==> src/rtl/stego_sequencer.sv <==
// stego_sequencer: job sequencer for the steganography datapath.
// Paces pixel/secret streams, strobes the core, and emits results.
// Ports: clk, reset (async active-low), start, sgp_mode,
//   pixel_size/secret_size/output_size (beat counts),
//   pix_valid/pix_ready, sec_valid/sec_ready, core_en/core_phase,
//   out_valid/out_ready, busy, out_finish, error.
// Option: define STEGO_SEQ_TIMEOUT_EN for a 16-bit stall timeout.
module stego_sequencer #(
    parameter int REG_WIDTH = 32
) (
    input  logic                 clk,
    input  logic                 reset,
    input  logic                 start,
    input  logic                 sgp_mode,
    input  logic [REG_WIDTH-1:0] pixel_size,
    input  logic [REG_WIDTH-1:0] secret_size,
    input  logic [REG_WIDTH-1:0] output_size,
    input  logic                 pix_valid,
    output logic                 pix_ready,
    input  logic                 sec_valid,
    output logic                 sec_ready,
    output logic                 core_en,
    output logic [2:0]           core_phase,
    output logic                 out_valid,
    input  logic                 out_ready,
    output logic                 busy,
    output logic                 out_finish,
    output logic                 error
);

    typedef enum logic [2:0] {
        IDLE, LOAD, RUN, DRAIN, DONE
    } state_t;

    localparam logic [REG_WIDTH-1:0] CNT_ONE =
        {{(REG_WIDTH-1){1'b0}}, 1'b1};

    state_t               state_q, state_n;
    logic                 mode_q;
    logic [REG_WIDTH-1:0] psize_q, ssize_q, osize_q;
    logic [REG_WIDTH-1:0] pix_cnt_q, sec_cnt_q, out_cnt_q;
    logic [2:0]           phase_q;
    logic                 sec_held_q, ov_q, err_q;
    logic                 pix_hs, sec_hs, out_hs, out_set;
    logic                 abort, launch;
`ifdef STEGO_SEQ_TIMEOUT_EN
    logic [15:0]          stall_q;
    logic                 timeout;
`endif

    always_comb begin
        state_n    = state_q;
        pix_ready  = 1'b0;
        sec_ready  = 1'b0;
        busy       = 1'b0;
        out_finish = 1'b0;
        abort      = 1'b0;
        launch     = 1'b0;
        unique case (state_q)
            IDLE: begin
                if (start) begin
                    launch  = 1'b1;
                    state_n = (pixel_size == '0) ? DONE : LOAD;
                end
            end
            LOAD: begin
                busy = 1'b1;
                if (!start) abort = 1'b1;
                else        state_n = RUN;
            end
            RUN: begin
                busy      = 1'b1;
                sec_ready = !mode_q && (phase_q == 3'd0) &&
                            !sec_held_q && (sec_cnt_q < ssize_q);
                // embed needs its secret byte in hand before pixels flow
                pix_ready = (pix_cnt_q < psize_q) &&
                            (mode_q || sec_held_q ||
                             (sec_cnt_q == ssize_q)) &&
                            (!ov_q || out_ready);
                if (!start)                     abort = 1'b1;
                else if (pix_cnt_q == psize_q)  state_n = DRAIN;
            end
            DRAIN: begin
                busy = 1'b1;
                if (!start)     abort = 1'b1;
                else if (!ov_q) state_n = DONE;
            end
            DONE: begin
                out_finish = 1'b1;
                if (!start) state_n = IDLE;
            end
            default: state_n = IDLE;
        endcase
        if (abort) state_n = IDLE;
`ifdef STEGO_SEQ_TIMEOUT_EN
        timeout = busy && !abort && (stall_q == 16'hFFFF);
        if (timeout) state_n = DONE;
`endif
    end

    assign pix_hs     = pix_valid & pix_ready;
    assign sec_hs     = sec_valid & sec_ready;
    assign out_hs     = ov_q & out_ready;
    // extract emits one result per full 6-pixel group
    assign out_set    = pix_hs & (!mode_q | (phase_q == 3'd5));
    assign core_en    = pix_hs;
    assign core_phase = pix_hs ? phase_q : 3'd0;
    assign out_valid  = ov_q;
    assign error      = err_q |
                        ((state_q == DONE) && (out_cnt_q != osize_q));

    always_ff @(posedge clk or negedge reset) begin
        if (!reset) begin
            state_q    <= IDLE;
            mode_q     <= 1'b0;
            psize_q    <= '0;
            ssize_q    <= '0;
            osize_q    <= '0;
            pix_cnt_q  <= '0;
            sec_cnt_q  <= '0;
            out_cnt_q  <= '0;
            phase_q    <= 3'd0;
            sec_held_q <= 1'b0;
            ov_q       <= 1'b0;
            err_q      <= 1'b0;
        end else begin
            state_q <= state_n;
            if (launch) begin
                mode_q    <= sgp_mode;
                psize_q   <= pixel_size;
                ssize_q   <= secret_size;
                osize_q   <= output_size;
                out_cnt_q <= '0;
            end
            if (state_q == LOAD) begin
                pix_cnt_q  <= '0;
                sec_cnt_q  <= '0;
                out_cnt_q  <= '0;
                phase_q    <= 3'd0;
                sec_held_q <= 1'b0;
                ov_q       <= 1'b0;
                err_q      <= 1'b0;
            end else begin
                if (sec_hs) begin
                    sec_held_q <= 1'b1;
                    sec_cnt_q  <= sec_cnt_q + CNT_ONE;
                end
                if (pix_hs) begin
                    pix_cnt_q <= pix_cnt_q + CNT_ONE;
                    phase_q   <= (phase_q == 3'd5) ? 3'd0
                                                   : phase_q + 3'd1;
                    if (!mode_q && (phase_q == 3'd5))
                        sec_held_q <= 1'b0;
                end
                if (out_hs)
                    out_cnt_q <= out_cnt_q + CNT_ONE;
                if (abort) begin
                    ov_q       <= 1'b0;
                    sec_held_q <= 1'b0;
                end else if (out_set) begin
                    ov_q <= 1'b1;
                end else if (out_hs) begin
                    ov_q <= 1'b0;
                end
                if (error)
                    err_q <= 1'b1;
`ifdef STEGO_SEQ_TIMEOUT_EN
                if (timeout)
                    err_q <= 1'b1;
`endif
            end
        end
    end

`ifdef STEGO_SEQ_TIMEOUT_EN
    always_ff @(posedge clk or negedge reset) begin
        if (!reset)
            stall_q <= 16'd0;
        else if (!busy || pix_hs || sec_hs || out_hs)
            stall_q <= 16'd0;
        else
            stall_q <= stall_q + 16'd1;
    end
`endif

endmodule

==> config.mk <==
export PLATFORM = sky130hd
export DESIGN_NAME = stego_sequencer
export DESIGN_NICKNAME = d
export VERILOG_FILES = /design/src/rtl/stego_sequencer.sv
export SDC_FILE = /design/constraint.sdc
export NUM_CORES = 1
export LEC_CHECK = 0
export BUFFER_PORTS_ARGS = -buffer_cell sky130_fd_sc_hd__clkbuf_2
export CAP_MARGIN = 20
export CORE_ASPECT_RATIO = 0.6
export CORE_MARGIN = 4
export CORE_UTILIZATION = 60
export DETAILED_ROUTE_END_ITERATION = 7
export GPL_TIMING_DRIVEN = 0
export PLACE_DENSITY_LB_ADDON = 0.12
export SLEW_MARGIN = 20
export SYNTH_ARGS = -nofsm -noshare
export SYNTH_HDL_FRONTEND = slang
export SYNTH_SLANG_ARGS = --single-unit
==> constraint.sdc <==
create_clock -name clk -period 3.9 [get_ports clk]
set_clock_uncertainty 0.1 [all_clocks]
set_input_delay 0.585 -clock clk [delete_from_list [all_inputs] [get_ports clk]]
set_output_delay 0.585 -clock clk [all_outputs]
set_load 0.02 [all_outputs]
==> reports/metrics.cfg, run 1 <==
[synth]
synth_cells = 1188
syn_avg_cell_area_sq_um = 9.227
async_reset_ff_share_pct = 100.0
seq_area_frac_synth_pct = 46.11
synth_nets = 1358
synth_edf_count = 0
ys_types = 50
synthFlopType = dfrtp_1
syn_area_sq_um = 10960
yosysWarnings = 0
synth_seq_cells = 202

[timing]
setup_ws_ns = 0.1117
layout_min_cycle_time_ns = 3.788
fmax_mhz = 264.0
finalHoldWorstSlack_ns = 0.1998
worst_slew_pin_slew_ns = 0.9249
drv_slew = 0
hold_viol = 0
relSlewSlack_pct = 37.87
tns_ns = 0
post-route-period-util_pct = 97.14
finalSetupViolCount = 0

[setup_path]
endpoint_kind = primary output
crit_path_start_kind = register
worst-r2r-setup-slack_ns = 0.33
cp_slowest_stage_delay_ns = 0.45
crit_top_cell = nor2_1
crit_fanout = 10
rr_endpoint = sec_cnt_q[13]
worstReg2RegStart = sec_cnt_q[5]
critical_path_arrival_ns = 3.10
cp_cell_sequence = ha_1 -> nand4_1 -> nor4_4 -> a211oi_1 -> nor2_1 -> and2_1 -> clkbuf_4 -> nand2_4 -> nor2_1 -> clkbuf_2
r2r_cells = 10
path_class = register to primary output
slowest_stage = dfrtp_1
critical_path_required_ns = 3.21

[clock_tree]
numCtsBuffers = 20
clockBufferDepth = 3
clk_pin_slew_ns = 0.06
clk_latency_ns = 0.49
cts_tree = done
cts_sinks = 202
htree_levels = 1
cts-root-buf = clkbuf_16

[detailed_routing]
avgRoutedWirePerCell_um = 18.31
final_antenna_net_count = 0
dr.pass1.iters = 6
vias_per_cell = 6.010
via_count = 9448
drt-total-wl_um = 28780
drtIter0Drc = 959
drcViolationCount = 0

[layout]
drive_above_1_share_pct = 15.02
layout_common_cells = dfrtp_1 (202), o21ai_0 (146), nand2_1 (131)
seqCellArea_sq_um = 5055
final_cell_area_sq_um = 12560
postLayoutCoreUtil_pct = 71.56
syn_to_final_growth_pct = 14.54
antennaDiodeCount = 0
nFillCells = 1350
final_common_cell = dfrtp_1
nets = 1494
multi_input_area_sq_um = 5444

[global_routing]
grt_pass1_vias = 9034
grt_overflow = 0
antenna_found_initial = 0
grt_pass1_wl_um = 47130
grt_usage_pct = 28.17
grt_max_degree = 86

[place]
place.gp.congestion = 0.9598
place_ws_ns = -0.2025
hpwl_um = 21650
place_area_sq_um = 11880
portBuffers = 112

[min_path]
hold_class = input port to register
whs_path_depth = 3
hold_path.startpoint = secret_size[11]
hold_end = ssize_q[11]

[floorplan]
fp.coreArea_sq_um = 17550
die_h_um = 112.7
die_w_um = 182.5
design.die.area_sq_um = 20570
start_util_pct = 62.48
ioPinCount = 113
rows = 37

[run_status]
status = complete, no violations

[pwr]
pwr_density_cell_nw_per_um2 = 479.3
max-vdd-ir-drop_mv = 0.4134
leakagePower_nw = 5.863

[run]
max_cap_viol_count = 0

cell usage after synthesis (all sizes together), types with 2 or more instances:
cell	number	area, sq um
mux2	35	394.1
nor4	25	171.4
nor3	21	145.1
nor4b	3	26.28
o21a	3	22.52
dfrtp	202	5055
a21oi	68	340.3
a31o	4	35.03
and4	8	70.07
nand4	37	231.5
xor2	47	411.6
ha	67	838.3
a21o	4	30.03
a211oi	3	22.52
a22o	3	26.28
or3	19	118.9
nand2	132	495.5
nor2b	2	12.51
o31ai	14	105.1
clkbuf	40	150.1
inv	86	322.8
and2	7	43.79
and3	31	193.9
nand3	48	240.2
o21ai	146	730.7
or4	9	67.56
a2111oi	2	23.77
buf	6	33.78
nand2b	2	12.51
nor2	79	296.5
xnor2	16	140.1
a31oi	6	37.54
power breakdown:
part | internal, W | switching (W) | total (W)
sequential | 0.00249 | 0.000210 | 0.00270
combinational | 0.000552 | 0.000921 | 0.00147
clock | 0.00105 | 0.000799 | 0.00185
flip-flops by register name, indices dropped and copies added, names as in the netlist, 3 cells and up:
name,flops
psize_q,32
state_q,3
osize_q,32
sec_cnt_q,32
ssize_q,32
phase_q,3
pix_cnt_q,32
out_cnt_q,32
through the flow:
stage	power, W	cells
2_1_floorplan	0.003629	1188
3_3_place_gp	0.004070	1534
3_5_place_dp	0.004153	1536
4_1_cts	0.006033	1573
5_1_grt	0.006388	1572
6_report	0.006018	1572
worst max-delay path by stage:
stage | startpoint | end | slack [ns]
final | sec_cnt_q[25] | core_phase[0] | 0.11
after global routing | sec_cnt_q[23] | core_phase[0] | -0.006
after CTS | sec_cnt_q[19] | core_en | 0.06
after global placement | reset | psize_q[12] | -1.76
after floorplan | sec_cnt_q[23] | core_en | 0.73
after detailed placement | sec_cnt_q[19] | core_en | -0.20
final cells by class:
| type | instances | share of cell area [%] |
|---|---|---|
| Buffer | 44 | 1.415 |
| Clock buffer | 32 | 4.753 |
| Clock inverter | 4 | 0.1794 |
| Inverter | 86 | 2.591 |
| Multi-Input combinational cell | 854 | 43.36 |
| Sequential cell | 202 | 40.26 |
| Tap cell | 234 | 2.332 |
| Timing Repair Buffer | 116 | 5.112 |
repair_timing:
action                     in CTS  in global routing
setup endpoints to repair       4                  2
gates resized for setup         9                  3
hold endpoints to repair       57                  0
buffers inserted                1                  0
pin swaps                       1                  2
hold buffers                    1                  0
kinds of logic after synthesis:
group | Yosys count | share of synthesized area [%]
buf+inv | 132 | 4.623
compound gates | 262 | 13.26
simple gates | 426 | 19.63
fa+ha+maj | 67 | 7.647
xor+xnor | 63 | 5.034
flops | 202 | 46.11
mux | 36 | 3.687
worst max-delay path: cells and delay by family (launching register included):
family          cells  cell delay, ns
fa+ha+maj           1            0.33
simple gates        6            1.24
compound gates      1            0.16
buf+inv             2            0.45
flops               1            0.45
layer usage:
metal / track usage [%] / wire (um) / part of all wire [%] / vias to the layer above
met5: 0 / 0 / 0 / -
met1: 44.47 / 13940 / 48 / 4530
met4: 4.448 / 502 / 1.7 / 0
met2: 39.54 / 11740 / 41 / 393
met3: 7.613 / 2603 / 9.0 / 50
li1: - / - / - / 4475
Power figures use the tool's default switching activity.
==> run 2, diff against run 1 <==
CORE_UTILIZATION = 62   (was 60)
CTS_BUF_LIST = sky130_fd_sc_hd__clkbuf_2   (was unset)
==> run 2 against run 1 <==
Worst setup slack better by 0.012 ns; critical endpoint is now core_phase[2]; register-to-register slack better by 0.08 ns; hold slack worse by 0.15 ns; clock power down 30%; total power down 7.6%; core utilization up 6.2 points; sequential cell count unchanged; first-iteration DRC count down 6.4%; critical path depth down 2.
==> reports/metrics.cfg, run 2 (same netlist as run 1, synthesis figures left out) <==
[min_path]
hold_class = input port to register  ; unchanged
hold_path.startpoint = secret_size[4]  ; was secret_size[11]
hold_end = ssize_q[4]  ; was ssize_q[11]
whs_path_depth = 3  ; unchanged

[pwr]
leakagePower_nw = 6.313  ; was 5.863 nW
pwr_density_cell_nw_per_um2 = 415.3  ; was 479.3 nW/um^2
max-vdd-ir-drop_mv = 0.3430  ; was 0.4134 mV

[layout]
final_common_cell = dfrtp_1  ; unchanged
drive_above_1_share_pct = 17.39  ; was 15.02%
nets = 1624  ; was 1494
final_cell_area_sq_um = 13390  ; was 12560 sq um
layout_common_cells = dfrtp_1 (200), clkbuf_2 (179), o21ai_0 (146)  ; was dfrtp_1 (202), o21ai_0 (146), nand2_1 (131)
antennaDiodeCount = 0  ; unchanged
syn_to_final_growth_pct = 22.12  ; was 14.54%

[global_routing]
grt_pass1_vias = 9707  ; was 9034
grt_pass1_wl_um = 49560  ; was 47130 um
grt_overflow = 0  ; unchanged
grt_max_degree = 84  ; was 86
antenna_found_initial = 0  ; unchanged
grt_usage_pct = 30.24  ; was 28.17%

[detailed_routing]
dr.pass1.iters = 5  ; was 6
drt-total-wl_um = 30030  ; was 28780 um
avgRoutedWirePerCell_um = 17.48  ; was 18.31 um
drtIter0Drc = 898  ; was 959
drcViolationCount = 0  ; unchanged
via_count = 10000  ; was 9448
final_antenna_net_count = 0  ; unchanged
vias_per_cell = 5.822  ; was 6.010

[clock_tree]
cts_sinks = 202  ; unchanged
numCtsBuffers = 47  ; was 20
clockBufferDepth = 3  ; unchanged
cts-root-buf = clkbuf_2  ; was clkbuf_16
clk_latency_ns = 0.75  ; was 0.49 ns
clk_pin_slew_ns = 0.10  ; was 0.06 ns
htree_levels = 2  ; was 1
cts_tree = done  ; unchanged

[timing]
finalSetupViolCount = 0  ; unchanged
layout_min_cycle_time_ns = 3.776  ; was 3.788 ns
relSlewSlack_pct = 33.01  ; was 37.87%
setup_ws_ns = 0.1236  ; was 0.1117 ns
worst_slew_pin_slew_ns = 0.9972  ; was 0.9249 ns
drv_slew = 0  ; unchanged
hold_viol = 0  ; unchanged
post-route-period-util_pct = 96.83  ; was 97.14%
fmax_mhz = 264.8  ; was 264.0 MHz

[floorplan]
ioPinCount = 113  ; unchanged
start_util_pct = 63.65  ; was 62.48%
design.die.area_sq_um = 19940  ; was 20570 sq um
die_h_um = 111.0  ; was 112.7 um
die_w_um = 179.7  ; was 182.5 um
fp.coreArea_sq_um = 17220  ; was 17550 sq um
rows = 37  ; unchanged

[place]
portBuffers = 112  ; unchanged
place_ws_ns = -0.2436  ; was -0.2025 ns
place_area_sq_um = 11880  ; unchanged
hpwl_um = 21190  ; was 21650 um
place.gp.congestion = 0.9709  ; was 0.9598

[setup_path]
crit_fanout = 10  ; unchanged
critical_path_required_ns = 3.21  ; about the same
critical_path_arrival_ns = 3.09  ; was 3.10 ns
worst-r2r-setup-slack_ns = 0.41  ; was 0.33 ns
r2r_cells = 11  ; was 10
rr_endpoint = pix_cnt_q[7]  ; was sec_cnt_q[13]
endpoint_kind = primary output  ; unchanged
path_class = register to primary output  ; unchanged
crit_path_start_kind = register  ; unchanged
worstReg2RegStart = pix_cnt_q[27]  ; was sec_cnt_q[5]

[run_status]
status = complete, no violations  ; unchanged

[run]
max_cap_viol_count = 0  ; unchanged

-- run 2: how the worst max path moves through the flow --
| stage | slack [ns] | endpoint | from | cells past startpoint |
|---|---|---|---|---|
| after floorplan | 0.73 | core_en | sec_cnt_q[23] | 10 |
| after global placement | -1.75 | psize_q[15] | reset | 1 |
| after detailed placement | -0.24 | core_en | sec_cnt_q[23] | 11 |
| after CTS | 0.03 | core_phase[1] | sec_cnt_q[29] | 10 |
| after global routing | -0.02 | core_phase[0] | sec_cnt_q[27] | 10 |
| final | 0.12 | core_phase[2] | pix_cnt_q[27] | 8 |
-- run 2: power by group --
| part | switching, W | leakage, nW | total [W] | internal [W] |
|---|---|---|---|---|
| Clock | 0.000838 | 0.302 | 0.00130 | 0.000463 |
| Sequential | 0.000213 | 2.63 | 0.00269 | 0.00248 |
| Combinational | 0.000942 | 3.38 | 0.00156 | 0.000621 |
-- run 2: layout make-up --
class / instances / area (sq um)
Multi-Input combinational cell: 854 / 5489
Sequential cell: 202 / 5057
Fill cell: 1218 / 3835
Timing Repair Buffer: 219 / 1653
Clock buffer: 69 / 345.3
Inverter: 86 / 330.3
Tap cell: 234 / 292.8
Buffer: 44 / 181.4
Clock inverter: 10 / 37.54
-- run 2: stage by stage --
stage          hold WS, ns  utilization [%]  TNS (ns)  power (W)  std cells
2_1_floorplan       0.1894                -         0   0.003629       1188
3_3_place_gp        0.4009            68.61   -349.30   0.004064       1534
3_5_place_dp        0.4071            68.98   -0.2436   0.004141       1536
4_1_cts           0.001117            77.00         0   0.005525       1708
5_1_grt           0.005222            77.73  -0.06896   0.005937       1718
6_report           0.04773            77.73         0   0.005559       1718
-- run 2: per-layer routing --
layer,vias to the layer above,routed length (um),track usage (%)
met1,4750,13580,44.29
met3,52,3396,11.18
li1,4762,-,-
met2,439,12440,42.67
met4,0,617,7.661
met5,-,0,0
-- run 2: worst max-delay path, cell delays in order (launching register included) --
cell      delay, ns
dfrtp_1        0.46
ha_1           0.34
a21oi_1        0.20
o21ai_0        0.12
o31ai_1        0.38
o211a_2        0.41
nand2_8        0.13
nor2_1         0.14
clkbuf_2       0.19
-- run 2: repair_timing --
item,CTS,global route
resized for setup,14,12
endpoints found under the setup margin,5,6
endpoints found under the hold margin,175,1
hold buffers,94,1
buffers inserted,1,9
pin swaps,1,6
==> run 3, diff against run 2 <==
CORE_UTILIZATION = 30   (was 62)
==> run 3 against run 2 <==
Maximum frequency shrank 2.0%; largest power group unchanged; first-iteration DRC count shrank 40%; worst setup slack lost 0.077 ns; count of clock-buffer cells in the layout grew 14; final area grew 7.6%; sequential power is essentially flat; core utilization shrank 37 points; die area grew 99%; critical endpoint is now core_phase[0]; non-clock buffer count grew 45; total power grew 7.0%.
==> reports/metrics.cfg, run 3 (same netlist as run 1, synthesis figures left out) <==
[run_status]
status = complete, no violations  ; unchanged

[detailed_routing]
final_antenna_net_count = 0  ; unchanged
drt-total-wl_um = 34740  ; was 30030 um
vias_per_cell = 4.898  ; was 5.822
drtIter0Drc = 540  ; was 898
via_count = 9854  ; was 10000
drcViolationCount = 0  ; unchanged
dr.pass1.iters = 4  ; was 5
avgRoutedWirePerCell_um = 17.27  ; was 17.48 um

[setup_path]
critical_path_required_ns = 3.21  ; about the same
rr_endpoint = sec_cnt_q[13]  ; was pix_cnt_q[7]
cp_slowest_stage_delay_ns = 0.44  ; was 0.46 ns
worstReg2RegStart = ssize_q[7]  ; was pix_cnt_q[27]
slowest_stage = nor4_4  ; was dfrtp_1
endpoint_kind = primary output  ; unchanged
r2r_cells = 12  ; was 11
crit_fanout = 6  ; was 10
critical_path_arrival_ns = 3.17  ; was 3.09 ns
worst-r2r-setup-slack_ns = 0.27  ; was 0.41 ns
path_class = register to primary output  ; unchanged
crit_path_start_kind = register  ; unchanged
cp_cell_sequence = ha_4 -> nand4_1 -> nor4_4 -> a211oi_2 -> nor2_1 -> and2_1 -> buf_6 -> nand2_8 -> nor2_4 -> buf_8  ; was ha_1 -> a21oi_1 -> o21ai_0 -> o31ai_1 -> o211a_2 -> nand2_8 -> nor2_1 -> clkbuf_2

[timing]
finalSetupViolCount = 0  ; unchanged
post-route-period-util_pct = 98.80  ; was 96.83%
rsz0062_at_grt = true
drv_slew = 0  ; unchanged
relSlewSlack_pct = 28.18  ; was 33.01%
setup_ws_ns = 0.04673  ; was 0.1236 ns
hold_viol = 0  ; unchanged
finalHoldWorstSlack_ns = 0.1723  ; was 0.04773 ns
layout_min_cycle_time_ns = 3.853  ; was 3.776 ns
fmax_mhz = 259.5  ; was 264.8 MHz
worst_slew_pin_slew_ns = 1.069  ; was 0.9972 ns

[clock_tree]
cts-root-buf = clkbuf_2  ; unchanged
htree_levels = 2  ; unchanged
numCtsBuffers = 54  ; was 47
cts_sinks = 202  ; unchanged
cts_tree = done  ; unchanged
clk_pin_slew_ns = 0.11  ; was 0.10 ns
clk_latency_ns = 0.90  ; was 0.75 ns
clockBufferDepth = 3  ; unchanged

[layout]
drive_above_1_share_pct = 22.23  ; was 17.39%
nets = 1676  ; was 1624
nFillCells = 3610  ; was 1218
syn_to_final_growth_pct = 31.35  ; was 22.12%
final_common_cell = dfrtp_1  ; unchanged
layout_common_cells = dfrtp_1 (191), clkbuf_2 (188), o21ai_0 (144)  ; was dfrtp_1 (200), clkbuf_2 (179), o21ai_0 (146)

[global_routing]
antenna_found_initial = 1  ; was 0
grt_max_degree = 79  ; was 84
grt_pass1_vias = 9837  ; was 9707
grt_usage_pct = 17.47  ; was 30.24%
grt_overflow = 0  ; unchanged
grt_pass1_wl_um = 54940  ; was 49560 um

[pwr]
leakagePower_nw = 6.627  ; was 6.313 nW
power_frac_comb_pct = 28.5  ; was 28.1%
p_clk_share_pct = 26.6  ; was 23.4%
p_sw_w = 0.002159  ; was 0.001993 W
pwr_density_cell_nw_per_um2 = 413.1  ; was 415.3 nW/um^2
swShare_pct = 36.29  ; was 35.85%
max-vdd-ir-drop_mv = 0.1563  ; was 0.3430 mV
seqPwrFrac_pct = 44.9  ; was 48.5%
intPower_w = 0.003789  ; was 0.003566 W
total_power_w = 0.005948  ; was 0.005559 W

[place]
place_ws_ns = -0.4111  ; was -0.2436 ns
portBuffers = 112  ; unchanged
hpwl_um = 24780  ; was 21190 um
place.gp.congestion = 0.8188  ; was 0.9709

[floorplan]
fp.coreArea_sq_um = 35540  ; was 17220 sq um
rows = 53  ; was 37
die_w_um = 254.8  ; was 179.7 um
die_h_um = 156.1  ; was 111.0 um
ioPinCount = 113  ; unchanged
start_util_pct = 30.84  ; was 63.65%
design.die.area_sq_um = 39760  ; was 19940 sq um

[min_path]
hold_end = sec_cnt_q[7]  ; was ssize_q[4]
hold_class = input port to register  ; unchanged
whs_path_depth = 6  ; was 3
hold_path.startpoint = sec_valid  ; was secret_size[4]

[run]
max_cap_viol_count = 0  ; unchanged

## run 3: changes by cell type in the layout (fill, tap and decap cells not counted), sizes merged, moves of 2 or more
cell	before	now
buf	18	62
clkbuf	219	229
clkinv	10	8
diode	0	2
dlygate4sd3	95	100
## run 3: stage by stage
step | TNS (ns) | util, % | instance area [sq um] | std cells
floorplan | 0 | - | 10960 | 1188
global placement | -476.42 | 34.06 | 12110 | 1767
detailed placement | -0.6595 | 34.24 | 12170 | 1769
CTS | -0.2468 | 39.67 | 14100 | 1984
global route | -0.7065 | 40.51 | 14400 | 2012
finish | 0 | 40.51 | 14400 | 2012
## run 3: cell type report
class | instances | area (sq um) | share of cell area (%)
Buffer | 45 | 196.4 | 1.364
Clock buffer | 83 | 415.4 | 2.885
Inverter | 86 | 335.3 | 2.329
Tap cell | 467 | 584.3 | 4.058
Clock inverter | 10 | 63.81 | 0.4432
Multi-Input combinational cell | 854 | 5689 | 39.51
Sequential cell | 202 | 5069 | 35.20
Timing Repair Buffer | 263 | 2041 | 14.17
Antenna cell | 2 | 5.005 | 0.03476
## run 3: worst max-delay path by stage
stage | slack [ns] | start | depth (start not counted) | endpoint
detailed placement | -0.41 | sec_cnt_q[23] | 11 | core_en
floorplan | 0.73 | sec_cnt_q[23] | 10 | core_en
finish | 0.05 | sec_cnt_q[22] | 10 | core_phase[0]
CTS | -0.07 | sec_cnt_q[26] | 10 | core_phase[0]
global route | -0.17 | sec_cnt_q[21] | 10 | core_phase[0]
global placement | -2.37 | reset | 1 | psize_q[12]
## run 3: worst max-delay path, delay by kind of cell (launching register included)
family / cells / cell delay [ns]
AOI/OAI and AO/OA: 1 / 0.15
adders and majority gates: 1 / 0.28
buffers and inverters: 2 / 0.25
DFF: 1 / 0.43
and+or+nand+nor: 6 / 1.20
## run 3: metal layers
layer,track usage [%],vias up,part of all wire [%]
met5,0,-,0
met2,25.11,197,41
li1,-,4865,-
met4,3.737,0,1.3
met1,26.88,4746,53
met3,3.665,46,4.7
## run 3: timing repair
item,in CTS,in global routing
hold buffers,100,0
gates resized for setup,61,20
setup endpoints to repair,10,6
pin swaps,20,23
endpoints found under the hold margin,179,0
setup buffers,23,26
## run 3: power by group through the flow
stage	clock network [W]	logic (W)	registers, W
final	0.00158	0.00170	0.00267
after global routing	0.00178	0.00192	0.00271
after CTS	0.00167	0.00166	0.00267
after detailed placement	0	0.00148	0.00271
after global placement	0	0.00144	0.00271
after floorplan	0	0.000974	0.00266
